$ cat config.mk
export PLATFORM = sky130hd
export DESIGN_NAME = regfile_port_sched
export DESIGN_NICKNAME = d
export VERILOG_FILES = /design/src/rtl/regfile_port_sched.sv
export SDC_FILE = /design/constraint.sdc
export NUM_CORES = 1
export LEC_CHECK = 0
export CORE_UTILIZATION = 35
export DETAILED_ROUTE_END_ITERATION = 10
export MAX_ROUTING_LAYER = met4
export PLACE_DENSITY = 0.67
export REMOVE_ABC_BUFFERS = 1
export SLEW_MARGIN = 25
export SYNTH_ARGS = -nofsm -noshare
export SYNTH_HDL_FRONTEND = slang
export SYNTH_SLANG_ARGS = --single-unit
$ cat constraint.sdc
create_clock -name clk -period 5.7 [get_ports clk]
set_clock_uncertainty 0.2 [all_clocks]
set_input_delay 0.57 -clock clk [delete_from_list [all_inputs] [get_ports clk]]
set_output_delay 0.57 -clock clk [all_outputs]
set_load 0.03 [all_outputs]
$ cat src/rtl/regfile_port_sched.sv
// Write-port scheduler and busy scoreboard for the 8x16 register file.
// Round-robin grants share the single write port; busy bits flag pending producers.
module regfile_port_sched #(
   parameter int N_REQ  = 3,
   parameter int DATA_W = 16,
   parameter int ADDR_W = 3
) (
   input  logic                       clk,
   input  logic                       rst_n,
   input  logic [N_REQ-1:0]           req_valid,
   input  logic [N_REQ*ADDR_W-1:0]    req_addr,
   input  logic [N_REQ*DATA_W-1:0]    req_data,
   output logic [N_REQ-1:0]           req_ready,
   input  logic                       rsv_valid,
   input  logic [ADDR_W-1:0]          rsv_addr,
   input  logic [ADDR_W-1:0]          rs0,
   input  logic [ADDR_W-1:0]          rs1,
   output logic                       hazard,
   output logic [(1<<ADDR_W)-1:0]     busy,
   output logic [ADDR_W-1:0]          rd,
   output logic [DATA_W-1:0]          busD_in,
   output logic                       r_latch,
   output logic                       rsv_err
);

   localparam int              PTR_W   = $clog2(N_REQ);
   localparam int              NREG    = 1 << ADDR_W;
   localparam logic [PTR_W:0]  N_REQ_L = (PTR_W+1)'(N_REQ);

   logic [PTR_W-1:0]  ptr_q, ptr_d;
   logic [ADDR_W-1:0] rd_q, rd_d;
   logic [DATA_W-1:0] data_q, data_d;
   logic              latch_q, latch_d;
   logic [NREG-1:0]   busy_q, busy_d;
   logic              err_q, err_d;

   logic              found_s;
   logic [PTR_W-1:0]  gnt_idx_s;
   logic [PTR_W-1:0]  cand_s;
   logic [N_REQ-1:0]  grant_s;
   logic              xfer_s;

   function automatic logic [PTR_W-1:0] wrap_add(input logic [PTR_W-1:0] base,
                                                 input logic [PTR_W-1:0] ofs);
      logic [PTR_W:0] sum;
      sum = {1'b0, base} + {1'b0, ofs};
      sum = (sum >= N_REQ_L) ? (sum - N_REQ_L) : sum;
      return sum[PTR_W-1:0];
   endfunction

   // Round-robin search for the first valid requester at or after ptr.
   always_comb begin
      found_s   = 1'b0;
      gnt_idx_s = '0;
      cand_s    = '0;
      for (int k = 0; k < N_REQ; k++) begin
         cand_s = wrap_add(ptr_q, PTR_W'(k));
         if (!found_s && req_valid[cand_s]) begin
            found_s   = 1'b1;
            gnt_idx_s = cand_s;
         end else begin
            found_s   = found_s;
         end
      end
   end

   // One-hot grant, suppressed while reset is held.
   always_comb begin
      grant_s = '0;
      if (rst_n && found_s) begin
         grant_s[gnt_idx_s] = 1'b1;
      end else begin
         grant_s = '0;
      end
   end

   assign xfer_s = rst_n & found_s;

   // Next state: transfer capture, pointer advance and scoreboard update.
   always_comb begin
      ptr_d   = ptr_q;
      rd_d    = rd_q;
      data_d  = data_q;
      latch_d = 1'b0;
      busy_d  = busy_q;
      err_d   = err_q;
      if (xfer_s) begin
         ptr_d   = wrap_add(gnt_idx_s, PTR_W'(1));
         rd_d    = req_addr[gnt_idx_s*ADDR_W +: ADDR_W];
         data_d  = req_data[gnt_idx_s*DATA_W +: DATA_W];
         latch_d = 1'b1;
      end else begin
         latch_d = 1'b0;
      end
      // Clear first so a same-edge reserve of the same register wins.
      if (latch_q) begin
         busy_d[rd_q] = 1'b0;
      end else begin
         busy_d = busy_d;
      end
      if (rsv_valid) begin
         busy_d[rsv_addr] = 1'b1;
         if (busy_q[rsv_addr] && !(latch_q && (rd_q == rsv_addr))) begin
            err_d = 1'b1;
         end else begin
            err_d = err_d;
         end
      end else begin
         busy_d = busy_d;
      end
   end

   // State registers with synchronous active-low reset.
   always_ff @(posedge clk) begin
      if (!rst_n) begin
         ptr_q   <= '0;
         rd_q    <= '0;
         data_q  <= '0;
         latch_q <= 1'b0;
         busy_q  <= '0;
         err_q   <= 1'b0;
      end else begin
         ptr_q   <= ptr_d;
         rd_q    <= rd_d;
         data_q  <= data_d;
         latch_q <= latch_d;
         busy_q  <= busy_d;
         err_q   <= err_d;
      end
   end

   assign req_ready = grant_s;
   assign hazard    = busy_q[rs0] | busy_q[rs1];
   assign busy      = busy_q;
   assign rd        = rd_q;
   assign busD_in   = data_q;
   assign r_latch   = latch_q;
   assign rsv_err   = err_q;

endmodule
==> results of run 1 <==
cell type report:
cell class	count	area, um2
fillers	523	2410
clock buffers	8	100
multi-input cells	174	1370
well taps	72	90.1
inverters	5	18.8
repair buffers	107	1060
flip-flops and latches	31	621
worst reg2reg max path: cells and delay by family (launching register included):
family | cells | cell delay [ns]
AND/OR/NAND/NOR | 1 | 0.74
AO/OA/AOI/OAI | 3 | 0.96
flip-flops | 1 | 0.33
adder cells (fa/ha/maj) | 1 | 0.39
multiplexers | 1 | 0.34
buffers and inverters | 2 | 0.30
metal layers:
metal,wire [um],up-vias
met5,0,-
met4,99,0
met3,529,12
met2,3050,113
met1,3080,1054
li1,-,1103
cells by family (layout without fill, tap and decap cells):
logic type / Yosys count / after routing
buffers and inverters: 28 / 120
XOR/XNOR: 3 / 3
multiplexers: 13 / 13
AND/OR/NAND/NOR: 44 / 44
adder cells (fa/ha/maj): 5 / 5
AO/OA/AOI/OAI: 109 / 109
flip-flops: 31 / 31
cell usage in the layout, fill, tap and decap left out, types with 4 or more instances in the layout:
cell type	instances
inv_1	4
ha_1	5
a32oi_1	38
mux4_2	4
dfxtp_1	31
nor2b_1	5
clkbuf_8	7
nand2_1	9
o21ai_1	20
a21boi_0	27
o21ai_0	6
mux2i_1	8
nor2_1	4
nand3_1	5
clkdlybuf4s50_1	104
nand2b_1	6
final timing paths:
| path | from | end | slack [ns] | cells after the start |
|---|---|---|---|---|
| setup / recovery | ptr_q[1]$_SDFFE_PN0P_ | req_ready[1] | 1.08 | 9 |
| hold / removal | rsv_err$_SDFFE_PN0P_ | rsv_err$_SDFFE_PN0P_ | 0.28 | 1 |
| setup reg to reg | ptr_q[1]$_SDFFE_PN0P_ | busD_in[4]$_SDFFE_PN0P_ | 2.30 | 8 |
| hold reg to reg | rsv_err$_SDFFE_PN0P_ | rsv_err$_SDFFE_PN0P_ | 0.28 | 1 |
power by group through the flow:
stage          combinational (uW)  sequential (uW)  clock [uW]
6_report                      944              339         192
5_1_grt                      1030              348         207
4_1_cts                       946              338         196
3_5_place_dp                  945              340           0
3_3_place_gp                  929              343           0
2_1_floorplan                 500              435           0
sequential cells by signal, indices dropped and copies added (netlist names):
name and count:
rd 3, busy 8, busD_in 16, r_latch 1
rsv_err 1, ptr_q 2
through the flow:
step	worst slack, ns	std cells	hold WS [ns]	power [uW]	utilization
after floorplan	2.09	210	0.336	934	-
after global placement	1.22	389	0.246	1270	0.557
after detailed placement	1.18	389	0.263	1290	0.557
after CTS	1.06	397	0.285	1480	0.575
after global routing	0.768	397	0.312	1580	0.575
final	1.08	397	0.282	1470	0.575
==> results.toml, run 1 <==
[run_status]
status = "finished clean"

[global_route]
grt_pass1_wl_um = 10800
grt_use_met3 = 0.0571
top_usage_layer = "met2"
grt_overflow_total = 0
grt_max_degree = 24
antenna_found_initial = 0
grt_pass1_vias = 2220
grt_usage = 0.226
use_met1 = 0.283
grt_use_met2 = 0.356

[critical_path]
cp_slowest_cell = "nand2b_1"
crit_type = "reg2out"
cp_cell_sequence = "inv_1, ha_1, mux2i_4, o21ai_2, buf_4, o2bb2ai_2, nand2b_1, a21oi_1, clkdlybuf4s50_1"
crit_buf_inv = 3
start_kind = "flip-flop"
cp.arrival_ns = 3.85
cp_top_family = "buffers and inverters"
critPathMaxFanout = 23
cp-end-kind = "output pin"
max_stage_delay_ns = 0.73
crit_required_ns = 4.93

[clock_tree]
clock_sinks = 31
cts_setup_buffers = 0
cts_inserted_buffers = 5
clk_path_buf_depth = 2
clock_latency_ns = 0.28
tritoncts = "built"
cts-root-buf = "clkbuf_8"
path_clk_slew_ns = 0.06
cts_htree_levels = 2
cts-resized-gates = 0
cts_hold_buf = 0

[synth]
synth_cell_type_count = 45
ys_top_cells_by_count = "a32oi_1 (38), dfxtp_1 (31), a21boi_0 (27)"
netlist_area_mm2 = 0.00211
synth_top_area_frac = 0.294
synth-simple-area-share = 0.128
async_reset_ff_frac = 0
synth_edf_count = 0
synth_top_family_by_area = "compound AO/OA/AOI/OAI gates"
synthMuxAreaShare = 0.0912
synth_most_common_cell = "a32oi_1"
syn_area_per_cell_um2 = 9.06
netlist_instances = 233
yosys.area.top_type = "dfxtp_1"
synth-compound-area-share = 0.383
synthTopCellsByArea = "dfxtp_1 (29%), a32oi_1 (16%), a21boi_0 (9.6%)"
synthAdderAreaFrac = 0.0296
synth_xor_area_frac = 0.0124
synth.ff_latch_count = 31
synth.yosys.seq_area_share = 0.294
synthFlopType = "dfxtp_1"
yosysWarnings = 0

[power_and_ir_drop]
p_per_area_mw_per_mm2 = 452
peakVddDrop_mv = 0.204
sequentialPowerShare = 0.230
pwr-share-clk = 0.130
p_leak_uw = 0.00111
power_switching_uw = 702
sw_frac_of_total = 0.476
p_comb_frac = 0.640
internal_power_uw = 773

[floorplan]
dieArea_mm2 = 0.00635
initial_core_util = 0.372
ios = 105
die_w_um = 79.7
die_h_um = 79.7
core-area_mm2 = 0.00568
rows = 27

[route]
vias = 2282
vias_per_cell = 5.75
drc = 0
wl_per_cell_um = 17.0
routed_wl_um = 6760
first_pass_iters = 4
antenna_left = 0
dr.first_iter.drc_count = 103

[place]
io_buffers = 104
gp_congestion = 0.840
dpl-instance-area_mm2 = 0.00316
post-dp-hpwl_um = 5010

[timing]
setup_viol = 0
period_needed_ns = 4.62
finalHoldViolations = 0
min_period_over_period = 0.811
tns_ns = 0
grt_setup_unrepaired = "no"
relSlewSlack = 0.325
report.final.slew_viol_count = 0
max_freq_ghz = 0.216
worst_slew_pin_slew_ns = 1.01

[final_layout]
n_antenna_cell = 0
final_cell_area_mm2 = 0.00326
drive_gt1_frac = 0.0708
layout.nets = 401
area_delta_synth_final_pct = 54.4

[worst_hold_path]
hold_class = "reg2reg"

[flow_run]
drv_cap = 0
No activity file was read; power rests on OpenSTA's default activity.
==> run 2: changes to the inputs <==
Settings changed: PLACE_DENSITY 0.67 to 0.7.
Clock period 5.7 ns to 4.18 ns, I/O delays scaled along.
==> results.toml, run 2 (synthesized netlist as in run 1, its figures left out) <==
[run_status]
status = "finished clean"

[route]
vias_per_cell = 5.84
first_pass_iters = 4
routed_wl_um = 6630
drc = 0
dr.first_iter.drc_count = 160
wl_per_cell_um = 16.7
antenna_left = 0
vias = 2325

[critical_path]
critPathMaxFanout = 21
crit_type = "reg2out"
cp-end-kind = "output pin"
crit_buf_inv = 4
cp.arrival_ns = 3.12
cp_top_family = "buffers and inverters"
worst_r2r_path_depth = 7
cp_cell_sequence = "inv_1, ha_1, inv_2, and3_1, nor4b_1, a21oi_1, inv_1, ha_1, and2_1, clkdlybuf4s50_1"
crit_required_ns = 3.56
start_kind = "flip-flop"
crit_cells = 10
cp_slowest_cell = "clkdlybuf4s50_1"
max_stage_delay_ns = 0.67

[timing]
max_freq_ghz = 0.268
report.final.slew_viol_count = 0
grt_setup_unrepaired = "no"
finalHoldViolations = 0
relSlewSlack = 0.485
period_needed_ns = 3.74
setup_ws_ns = 0.442
tns_ns = 0
min_period_over_period = 0.894
hold_ws_ns = 0.266
worst_slew_pin_slew_ns = 0.772
setup_viol = 0

[clock_tree]
cts-resized-gates = 0
path_clk_slew_ns = 0.07
cts_htree_levels = 2
cts-root-buf = "clkbuf_8"
clk_path_buf_depth = 2
cts_setup_buffers = 0
cts_inserted_buffers = 5
clock_sinks = 31
clock_latency_ns = 0.28
cts_hold_buf = 0
tritoncts = "built"

[final_layout]
n_antenna_cell = 0
mostFrequentLayoutCell = "clkdlybuf4s50_1"
layout.nets = 402
final_cell_mix = "clkdlybuf4s50_1 (102), a32oi_1 (38), dfxtp_1 (31)"
largest_reg_flops = 16
final_cell_area_mm2 = 0.00327
drive_gt1_frac = 0.0828
area_delta_synth_final_pct = 54.9
post-route-util = 0.576

[floorplan]
ios = 105
rows = 27
dieArea_mm2 = 0.00635
initial_core_util = 0.372
die_w_um = 79.7
die_h_um = 79.7
core-area_mm2 = 0.00568

[global_route]
antenna_found_initial = 0
grt_max_degree = 24
grt_pass1_vias = 2162
grt_usage = 0.222
grt_pass1_wl_um = 10800
grt_overflow_total = 0

[worst_hold_path]
hold_class = "reg2reg"
min_path_cells = 1

[flow_run]
drv_cap = 0

[place]
post-dp-hpwl_um = 4840
dp_slack_ns = 0.571
io_buffers = 104
gp_congestion = 0.857
dpl-instance-area_mm2 = 0.00316

[power_and_ir_drop]
peakVddDrop_mv = 0.293
p_leak_uw = 0.00112
p_per_area_mw_per_mm2 = 618
==> run 2: changes by cell type in the layout (fill, tap and decap cells not counted), sizes merged <==
| cell | before | now |
|---|---|---|
| clkbuf | 8 | 7 |
| clkinvlp | 0 | 1 |
| clkdlybuf4s50 | 104 | 102 |
| buf | 3 | 6 |
==> run 2: path summary, 6_finish.rpt <==
path	startpoint	end	slack, ns
hold / removal	rsv_err$_SDFFE_PN0P_	rsv_err$_SDFFE_PN0P_	0.27
setup / recovery	ptr_q[1]$_SDFFE_PN0P_	req_ready[2]	0.44
setup reg to reg	ptr_q[1]$_SDFFE_PN0P_	busD_in[13]$_SDFFE_PN0P_	1.14
hold reg to reg	rsv_err$_SDFFE_PN0P_	rsv_err$_SDFFE_PN0P_	0.27
==> run 2: report_power, final <==
group          total, uW  leakage (uW)  switching [uW]  internal [uW]
Combinational       1300      0.000812             777            519
Sequential           461      0.000256            73.2            387
Clock                265     0.0000505             115            150
Total               2020       0.00112             965           1060
==> run 2: final cells by class <==
class | instances | area, um2
repair buffers | 108 | 1070
clock inverters | 1 | 7.51
inverters | 5 | 18.8
flip-flops and latches | 31 | 621
multi-input cells | 174 | 1370
well taps | 72 | 90.1
fillers | 503 | 2400
clock buffers | 7 | 96.3
==> run 2: metal layers <==
layer / up-vias / track usage / part of all wire
li1: 1110 / - / -
met1: 1094 / 0.294 / 0.43
met2: 114 / 0.330 / 0.47
met3: 7 / 0.0617 / 0.090
met4: 0 / 0.0636 / 0.0083
met5: - / - / 0
==> run 2: metrics by stage <==
stage | instances | power, uW
finish | 398 | 2020
global route | 398 | 2170
CTS | 397 | 2020
detailed placement | 389 | 1750
floorplan | 210 | 1270
global placement | 389 | 1730
